--- config.mk ---
export PLATFORM = sky130hd
export DESIGN_NAME = spad_pixel_collector
export DESIGN_NICKNAME = d
export VERILOG_FILES = /design/src/rtl/spad_pixel_collector.sv
export SDC_FILE = /design/constraint.sdc
export NUM_CORES = 1
export LEC_CHECK = 0
export BUFFER_PORTS_ARGS = -buffer_cell sky130_fd_sc_hd__buf_2
export CORE_AREA = 2 2 157 159
export DETAILED_ROUTE_END_ITERATION = 6
export DIE_AREA = 0 0 159 161
export PLACE_DENSITY_LB_ADDON = 0.1
export REMOVE_ABC_BUFFERS = 1
export SLEW_MARGIN = 20
export SYNTH_ARGS = -nofsm -noshare
export SYNTH_HDL_FRONTEND = slang
export SYNTH_SLANG_ARGS = --single-unit
export TNS_END_PERCENT = 50
--- constraint.sdc ---
create_clock -name clk -period 5.1 [get_ports clk]
set_input_delay 1.02 -clock clk [delete_from_list [all_inputs] [get_ports clk]]
set_output_delay 1.02 -clock clk [all_outputs]
set_load 0.01 [all_outputs]
--- src/rtl/spad_pixel_collector.sv ---
// spad_pixel_collector: pairs low/high SPAD row-group bytes into 16-bit pixels,
// buffers them in a FWFT FIFO and streams them out with frame/drop/sync statistics.
module spad_pixel_collector #(
  parameter int FIFO_DEPTH = 8,
  parameter int CNT_W      = 16
) (
  input  logic             clk,
  input  logic             reset,
  input  logic             ReadEnable,
  input  logic             HighLowRows,
  input  logic [2:0]       RowSelect,
  input  logic [5:0]       ColSelect,
  input  logic [7:0]       PixelData,
  output logic [15:0]      m_tdata,
  output logic [8:0]       m_tuser,
  output logic             m_tlast,
  output logic             m_tvalid,
  input  logic             m_tready,
  input  logic             clear_stats,
  output logic [CNT_W-1:0] frame_count,
  output logic [CNT_W-1:0] drop_count,
  output logic [CNT_W-1:0] sync_err_count,
  output logic             overflow
);
  localparam int AW = $clog2(FIFO_DEPTH);
  localparam logic [AW:0] DEPTH_C = (AW+1)'(FIFO_DEPTH);
  typedef enum logic {IDLE, HAVE_LOW} state_t;
  state_t       r_state;
  logic         r_re_d;
  logic [7:0]   r_cap_data;
  logic         r_cap_hl;
  logic [8:0]   r_cap_addr;
  logic [7:0]   r_low_data;
  logic [8:0]   r_low_addr;
  logic [25:0]  r_mem [FIFO_DEPTH];
  logic [AW-1:0] r_wr_ptr;
  logic [AW-1:0] r_rd_ptr;
  logic [AW:0]  r_count;
  logic         w_commit;
  logic         w_pair;
  logic         w_err;
  logic         w_pop;
  logic         w_accept;
  logic         w_drop;
  logic         w_last;
  logic [25:0]  w_word;
  assign w_commit = r_re_d & ~ReadEnable;
  assign w_pair   = w_commit & (r_state == HAVE_LOW) & r_cap_hl & (r_cap_addr == r_low_addr);
  // A high byte is only good if it closes an open low at the same address
  assign w_err    = w_commit & (r_cap_hl ? ((r_state == IDLE) | (r_cap_addr != r_low_addr))
                                         : (r_state == HAVE_LOW));
  assign w_last   = r_low_addr == 9'd511;
  assign w_word   = {r_cap_data, r_low_data, r_low_addr, w_last};
  assign m_tvalid = r_count != '0;
  assign w_pop    = m_tvalid & m_tready;
  assign w_accept = w_pair & ((r_count != DEPTH_C) | w_pop);
  assign w_drop   = w_pair & ~w_accept;
  assign {m_tdata, m_tuser, m_tlast} = r_mem[r_rd_ptr];
  always_ff @(posedge clk or negedge reset) begin
    if (!reset) begin
      r_re_d     <= 1'b0;
      r_cap_data <= '0;
      r_cap_hl   <= 1'b0;
      r_cap_addr <= '0;
    end else begin
      r_re_d <= ReadEnable;
      if (ReadEnable) r_cap_data <= PixelData;
      if (ReadEnable && !r_re_d) begin
        r_cap_hl   <= HighLowRows;
        r_cap_addr <= {RowSelect, ColSelect};
      end
    end
  end
  always_ff @(posedge clk or negedge reset) begin
    if (!reset) begin
      r_state    <= IDLE;
      r_low_data <= '0;
      r_low_addr <= '0;
    end else if (w_commit && !r_cap_hl) begin
      r_low_data <= r_cap_data;
      r_low_addr <= r_cap_addr;
      r_state    <= HAVE_LOW;
    end else if (w_commit) begin
      r_state <= IDLE;
    end
  end
  always_ff @(posedge clk or negedge reset) begin
    if (!reset) begin
      for (int i = 0; i < FIFO_DEPTH; i++) r_mem[i] <= '0;
      r_wr_ptr <= '0;
      r_rd_ptr <= '0;
      r_count  <= '0;
    end else begin
      if (w_accept) begin
        r_mem[r_wr_ptr] <= w_word;
        r_wr_ptr        <= r_wr_ptr + 1'b1;
      end
      if (w_pop) r_rd_ptr <= r_rd_ptr + 1'b1;
      r_count <= r_count + {{AW{1'b0}}, w_accept} - {{AW{1'b0}}, w_pop};
    end
  end
  // Saturating statistics; clear wins over a same-cycle increment
  always_ff @(posedge clk or negedge reset) begin
    if (!reset) begin
      frame_count    <= '0;
      drop_count     <= '0;
      sync_err_count <= '0;
      overflow       <= 1'b0;
    end else if (clear_stats) begin
      frame_count    <= '0;
      drop_count     <= '0;
      sync_err_count <= '0;
      overflow       <= 1'b0;
    end else begin
      if (w_accept && w_last && frame_count != '1) frame_count <= frame_count + CNT_W'(1);
      if (w_drop && drop_count != '1) drop_count <= drop_count + CNT_W'(1);
      if (w_err && sync_err_count != '1) sync_err_count <= sync_err_count + CNT_W'(1);
      if (w_drop) overflow <= 1'b1;
    end
  end
endmodule
## Yosys cells after proc, flatten, opt, wreduce, memory -nomap -nowiden

Index checks and enable logic that the tools add are counted.

- Output and inout bits: 76
- Word-level logic and storage cells: 86
- Input bits: 23
- Flip-flop bits (word level): 304

- Magnitude comparators: 3
- Eq/ne operators: 7
- Reduce and logical (&&, ||, !) cells: 15
- Bitwise operators: 15
- Add/subtract/negate cells: 7
- Muxes and demuxes: 17

Operator list:

| cell | count |
|---|---|
| 208-bit bitwise mux | 1 |
| 16-bit 2-to-1 mux | 6 |
| 26-bit binary-select mux with 3-bit select | 1 |
| 26-bit demux with 3-bit select | 1 |
| 26-bit 2-to-1 mux | 3 |
| 16-bit by 1-bit adder with 16-bit output (second input constant) | 3 |
| 16-bit inequality test (second input constant) | 3 |
| 2-bit nonzero test | 5 |
| 9-bit equality test | 1 |
| 9-bit equality test (second input constant) | 1 |
| 9-bit inequality test | 1 |
| 1-bit bitwise AND | 8 |
| 4-bit >= comparator (second input constant) | 2 |
| 3-bit inverter with 4-bit output | 2 |
| 1-bit logical AND | 7 |
| 3-bit by 1-bit adder with 3-bit output (second input constant) | 2 |
| 1-bit 2-to-1 mux | 5 |
| 4-bit by 1-bit adder with 4-bit output | 1 |
| 4-bit by 1-bit less-than comparator with 1-bit output (second input constant) | 1 |
| 4-bit inequality test (second input constant) | 1 |
| 4-bit nonzero test | 1 |
| 4-bit by 1-bit subtractor with 4-bit output | 1 |
| 1-bit inverter | 3 |
| 1-bit zero test | 2 |
| 1-bit bitwise OR | 2 |

## Logic depth before layout (Yosys ltp)

Gate-level depths: netlist of run 1.

- Depth after elaboration: 11
- Depth in mapped cells: 13
- Depth with buffers taken out: 11

## Worst setup path before layout of run 1

OpenSTA, ideal clock, no wires.

- Kind: input -> register
- Start point: input port ReadEnable
- End point: register r_count[2]
- Buffers on the path: 3
- Setup time: 122 ps
- Data arrival time: 3401 ps
- Setup slack: 1576 ps
- Cell stages on the path: 11
- Required time: 4978 ps
- Path through: clkbuf_1 and3b_1 nand3_1 or4_1 clkbuf_1 clkbuf_1 ha_1 inv_1 ha_1 fa_1 xor2_1

- Longest elaborated chain between the ends: 8

Ends and longest elaborated chain:

| element | RTL line | RTL |
|---|---|---|
| start: declaration | 9 | `input logic ReadEnable,` |
| 1-bit inverter | 47 | `assign w_commit = r_re_d & ~ReadEnable;` |
| 1-bit bitwise AND | 47 |  |
| 1-bit bitwise AND (3 in series) | 48 | `assign w_pair = w_commit & (r_state == HAVE_LOW) & r_cap_hl & (r_cap_addr == r_low_addr);` |
| 1-bit bitwise AND | 56 | `assign w_accept = w_pair & ((r_count != DEPTH_C) \| w_pop);` |
| 4-bit by 1-bit adder with 4-bit output | 99 | `r_count <= r_count + {{AW{1'b0}}, w_accept} - {{AW{1'b0}}, w_pop};` |
| 4-bit by 1-bit subtractor with 4-bit output | 99 |  |
| end signal: assignment | 99 |  |
| end: declaration | 38 | `logic [AW:0] r_count;` |

Every way passes these cells.
A chain may end at the register's enable or synchronous reset.

## Worst setup path after layout of run 1

- Start point: register r_low_addr[6]
- End point: register r_mem[150] (netlist bit)

- Longest elaborated chain between the ends: 3

Ends and longest elaborated chain:

| element | RTL line | RTL |
|---|---|---|
| start: declaration | 34 | `logic [8:0] r_low_addr;` |
| start signal: assignment | 81 | `r_low_addr <= r_cap_addr;` |
| 9-bit equality test | 48 |  |
| 1-bit bitwise AND | 48 |  |
| 1-bit bitwise AND | 56 |  |
| end signal: indexed assignment | 95 | `r_mem[r_wr_ptr] <= w_word;` |
| end: declaration | 35 | `logic [25:0] r_mem [FIFO_DEPTH];` |

Every way passes these cells.

==> metrics.txt, run 1 <==
top-level I/O count 99; TritonCTS clock tree built; root buffer selected by CTS clkbuf_16; Post-layout nets 1130; Yosys reg bits 304; CTS Buffer Depth 3; Cell Pwr Density 360 mW/mm²; Setup Skew 0.0216 ns; setup slack of the worst register-to-register path 1.14 ns; Worst Path Class, Setup reg -> reg; beginning of the critical path r_low_addr[6]; R2R Path Start r_low_addr[6]; Critical Path RT 5.48 ns; worst setup timing slack at the placement stage 0.710 ns; final worst path period need 3.96 ns; Hold Crit Class reg -> reg; number of standard cells in the layout, taps in and fillers out 1443; Antenna Violating Nets Remaining 0; remaining routing DRC violations 0; drt via density 6.10; antenna violations before repair 0; count of unique library cells instantiated by Yosys 48; RD Place Congestion 0.768; quantity of I/O buffers inserted on ports 98; Hold Buf Count CTS 0; VDD IR-drop max 0.000476 V; hold path start r_mem[200]; fin crit share 0.776; Fmax achieved 253 MHz; via count of the first global-routing pass 8881; result of the run complete, no violations; hold violation total from the final report 0; maximum number of pins on one net before global-route repair 127; max capacitance violation total 0; summed instance area of the synthesized netlist 0.0145 mm²; kind of start point of the critical path register; worst setup margin 1.14 ns; latest clock arrival within the worst-skew pair 0.51 ns; routed wire length 29.8 mm; Post-Layout Inst Area 0.0163 mm²; routed via count 8807; RSZ-0062 raised after global routing no; clock buffers created by TritonCTS 34; CTS clk-pin slew, worst paths 0.06 ns; total placed cells including tap cells 1383; type of destination of the critical path register; height of the die 161 µm; Post-Place Cell Area 0.0152 mm²; Slew @ Worst Pin 1.10 ns; count of standard-cell rows 57; Std-Cell Core Area 0.0240 mm²; post-synthesis instance total 1023; number of gates given a new drive strength after cts 0; share of flip-flops with an asynchronous set or reset after synthesis 1.00; Final setup viols 0; leak pwr 7.83 nW; post-CTS setup buffer count 0; Pre-Repair DR Iteration Count 7; 1st-iter DRT viols 557; Post-Synthesis Mean Instance Area 14.1 µm²; FF-to-FF path depth 5; Worst R2R End r_mem[150]; predominant post-synthesis flop cell dfrtp_1; mean routed wirelength per cell 20.7 µm; share of final-layout standard cells stronger than drive strength 1 0.439; number of warnings printed during yosys synthesis 0; worst-path maximum fanout 26; Sink Count 304; All-Layer GR Usage 0.237; WP data arrival 4.33 ns; HPWL after DPL 17.7 mm; Slew headroom 0.264; Die Width 159 µm; wire length of the first global-routing pass 48.6 mm; final core occ 0.680; antenna fix cells 0; total gr overflow 0; H-tree Lvls 2; Initial Utilization 0.603; number of synthesized flops with an enable pin 0; layout-stage area growth over the synthesis result 12.7%; full die area 0.0256 mm²; final-report max-slew violation count 0; Setup TNS Final 0 ns; crit path to r_mem[150]; proportion of synthesized chip area in sequential cells 0.526
-- critical path: stages, from the launching register on --
cell and delay, ns:
dfrtp_1 0.58, xnor2_1 0.17, nand4_1 0.35, or4b_1 1.01
or4b_2 1.24, mux2_4 0.46
-- cell usage in the layout, fill, tap and decap left out, types with 5 or more instances in the layout --
cell and instances:
a21oi_1 41, and3_1 9, buf_2 97, buf_4 11
clkbuf_1 8, clkbuf_16 35, clkbuf_8 5, clkinv_2 10
dfrtp_1 302, ha_1 11, inv_1 12, mux2_1 16
mux2_2 199, mux2_4 60, mux4_2 52, nand2_1 22
nand3_1 21, nand4_1 14, nor2_1 17, nor2b_1 7
nor4_1 7, o211ai_1 5, o21ai_0 20, o31ai_1 24
or3_1 17, or4_1 29, xnor2_1 12
-- cells by family after synthesis --
| kind of cell | count (synthesis) | share of synthesized area |
|---|---|---|
| AOI/OAI and AO/OA | 105 | 0.0446 |
| xor gates and xnor gates | 15 | 0.00909 |
| adders and majority gates | 12 | 0.0109 |
| buffers and inverters | 89 | 0.0280 |
| DFF | 304 | 0.526 |
| muxes | 327 | 0.311 |
| and+or+nand+nor | 171 | 0.0705 |
-- worst min path at each step --
stage	end	slack (ns)	depth (start not counted)
floorplan	r_mem[187]	0.46	1
global placement	r_mem[202]	0.47	1
detailed placement	r_mem[206]	0.48	1
CTS	r_mem[197]	0.49	1
global route	r_mem[205]	0.51	1
finish	r_mem[200]	0.49	1
-- synth_stat cells (all sizes together), types with 5 or more instances --
cell type / n / share of area
nand3: 21 / 0.0073
o211ai: 5 / 0.0026
ha: 11 / 0.0095
o21ai: 22 / 0.0076
or4: 29 / 0.015
nand4: 14 / 0.0061
nor2: 20 / 0.0052
or3: 17 / 0.0074
nor2b: 7 / 0.0030
clkbuf: 48 / 0.012
a21oi: 41 / 0.014
inv: 12 / 0.0031
buf: 29 / 0.012
nor4: 9 / 0.0039
nand2: 22 / 0.0057
dfrtp: 304 / 0.53
mux2: 275 / 0.23
mux4: 52 / 0.081
xnor2: 12 / 0.0073
and3: 9 / 0.0039
o31ai: 24 / 0.012
-- routing by layer --
| metal | global-route usage | vias to the layer above | part of all wire |
|---|---|---|---|
| li1 | - | 3988 | - |
| met5 | 0 | - | 0 |
| met4 | 0.0640 | 0 | 0.015 |
| met3 | 0.0370 | 35 | 0.033 |
| met2 | 0.367 | 151 | 0.47 |
| met1 | 0.357 | 4633 | 0.48 |
-- power breakdown --
group | internal, mW | switching [mW]
combinational | 0.361 | 0.243
sequential | 2.51 | 0.414
clock | 1.38 | 0.955
total | 4.25 | 1.61
-- sequential cells by signal, indices dropped and copies added, names as in the netlist --
name,cells
r_state,1
drop_count,16
r_cap_data,8
overflow,1
r_rd_ptr,3
r_count,4
frame_count,16
r_cap_addr,9
r_wr_ptr,3
r_cap_hl,1
r_low_addr,9
r_re_d,1
sync_err_count,16
r_low_data,8
r_mem,208
-- cell type report --
type,instances,area (µm²)
tap,324,405
timing repair buffer,113,663
multi-input combinational,630,6500
sequential,304,7610
clock inverter,12,88.8
fill,1773,7670
inverter,12,45.0
clock buffer,48,975
-- stage by stage --
step	hold WS, ns	power [mW]
final	0.491	5.87
after global routing	0.511	6.12
after CTS	0.493	5.92
after detailed placement	0.478	3.58
after global placement	0.470	3.56
after floorplan	0.460	3.26
No activity file was read; power rests on OpenSTA's default activity.
==> run 2: changes to the inputs <==
CORE_AREA = 2 2 166 168   (was 2 2 157 159)
DIE_AREA = 0 0 168 170   (was 0 0 159 161)
clock period = 3.3 ns   (was 5.1 ns; I/O delays follow)
==> run 2 against run 1 <==
Against the previous run:
- final cell count up 3.7%
- clock power up 65%
- sequential power up 44%
- critical path type is now reg -> out
- cell area up 2.7%
- critical path depth down 1
- sequential cell count unchanged
- worst hold slack worse by 0.38 ns
- critical endpoint is now m_tuser[2]
- combinational power up 130%
- clock skew up 0.0025 ns
- wire length up 3.4%
==> metrics.txt, run 2 (synthesis gave the netlist of run 1 again) <==
result of the run complete, no violations; HPWL after DPL 19.3 mm; RSZ-0062 raised after global routing no; most common cell after layout, fill and taps aside dfrtp_1; share of final-layout standard cells stronger than drive strength 1 0.457; mean routed wirelength per cell 20.6 µm; number of gates given a new drive strength after cts 0; Std-Cell Core Area 0.0267 mm²; Slew @ Worst Pin 0.878 ns; number of standard cells in the layout, taps in and fillers out 1496; Switching Fraction 0.271; Cell Pwr Density 565 mW/mm²; Antenna Violating Nets Remaining 0; commonest non-fill, non-tap cells in the layout dfrtp_1 (302), mux2_2 (199), buf_2 (97); Slew headroom 0.407; hold violation total from the final report 0; remaining routing DRC violations 0; clock share of power 0.407; root buffer selected by CTS clkbuf_16; H-tree Lvls 2; reported net switching power 2.57 mW; register with the highest flop count r_mem; number of flip-flops under the largest register name 208; All-Layer GR Usage 0.223; Die Width 168 µm; Seq pwr share 0.445; RD Place Congestion 0.788; layout-stage area growth over the synthesis result 15.7%; Setup Skew 0.0241 ns; maximum number of pins on one net before global-route repair 85; leak pwr 8.05 nW; final worst path period need 3.15 ns; Post-layout nets 1164; total placed cells including tap cells 1433; kind of start point of the critical path register; final core occ 0.628; TritonCTS clock tree built; Sink Count 304; area of the multi-input gates 0.00649 mm²; worst setup timing slack at the placement stage 0.140 ns; drt via density 5.93; Setup TNS Final 0 ns; CTS clk-pin slew, worst paths 0.05 ns; Final Total Pwr 9.46 mW; Fmax achieved 317 MHz; routed via count 8878; latest clock arrival within the worst-skew pair 0.52 ns; via count of the first global-routing pass 9108; Initial Utilization 0.543; antenna violations before repair 1; Critical Path RT 2.64 ns; part of the total power dissipated in combinational logic 0.149; max capacitance violation total 0; Hold Crit Class in -> async; Worst Path Class, Setup reg -> out; final-report max-slew violation count 0; total gr overflow 0; WP data arrival 2.49 ns; full die area 0.0286 mm²; top-level I/O count 99; area occupied by registers 0.00761 mm²; worst-path maximum fanout 18; VDD IR-drop max 0.000412 V; 1st-iter DRT viols 597; worst setup margin 0.149 ns; routed wire length 30.8 mm; Final setup viols 0; post-CTS setup buffer count 0; fin crit share 0.955; Fill cells 2068; type of destination of the critical path output port; count of standard-cell rows 60; quantity of I/O buffers inserted on ports 98; wire length of the first global-routing pass 50.5 mm; clock buffers created by TritonCTS 35; Pre-Repair DR Iteration Count 5; Hold Buf Count CTS 0; height of the die 170 µm; CTS Buffer Depth 3; Int Power 6.89 mW
[run 2: worst max-delay path, cell delays in order, from the launching register on]
cell and delay [ns]:
dfrtp_4 0.67, buf_4 0.33, mux4_2 0.52, mux2_2 0.31, buf_2 0.15
[run 2: per-layer routing]
metal / share of wire / wire length (µm) / track usage
met4: 0.017 / 516 / 0.0503
met5: 0 / 0 / 0
met1: 0.48 / 14800 / 0.328
met3: 0.031 / 945 / 0.0312
met2: 0.47 / 14600 / 0.356
[run 2: metrics by stage]
stage                     hold WS [ns]  cell area, µm²
after floorplan                  0.364           14100
after CTS                        0.149           16700
final                            0.115           16700
after global placement           0.469           15600
after global routing             0.167           16700
after detailed placement         0.478           15600
[run 2: layout make-up]
cell class,instances,share of cell area
multi-input combinational,630,0.388
inverter,12,0.00269
tap,341,0.0255
timing repair buffer,146,0.0597
clock buffer,46,0.0585
clock inverter,16,0.0105
sequential,304,0.455
antenna,1,0.000150
[run 2: power by group through the flow]
stage / Combinational (mW) / Sequential [mW] / Clock (mW)
after global routing: 1.55 / 4.25 / 4.09
after floorplan: 0.659 / 4.38 / 0
after CTS: 1.43 / 4.21 / 3.96
final: 1.41 / 4.21 / 3.85
after global placement: 1.41 / 4.27 / 0
after detailed placement: 1.43 / 4.28 / 0
[run 2: path summary, 6_finish.rpt]
check                              start        endpoint  slack (ns)  cells past startpoint
min in group clk            PixelData[7]   r_cap_data[7]        0.37                      2
min reg2reg                   r_mem[189]      r_mem[189]        0.49                      1
max                          r_rd_ptr[0]      m_tuser[2]        0.15                      4
max in group asynchronous          reset      r_mem[118]        2.30                      2
min                                reset  drop_count[12]        0.11                      1
max reg2reg                r_cap_addr[6]      r_mem[134]        0.32                      6
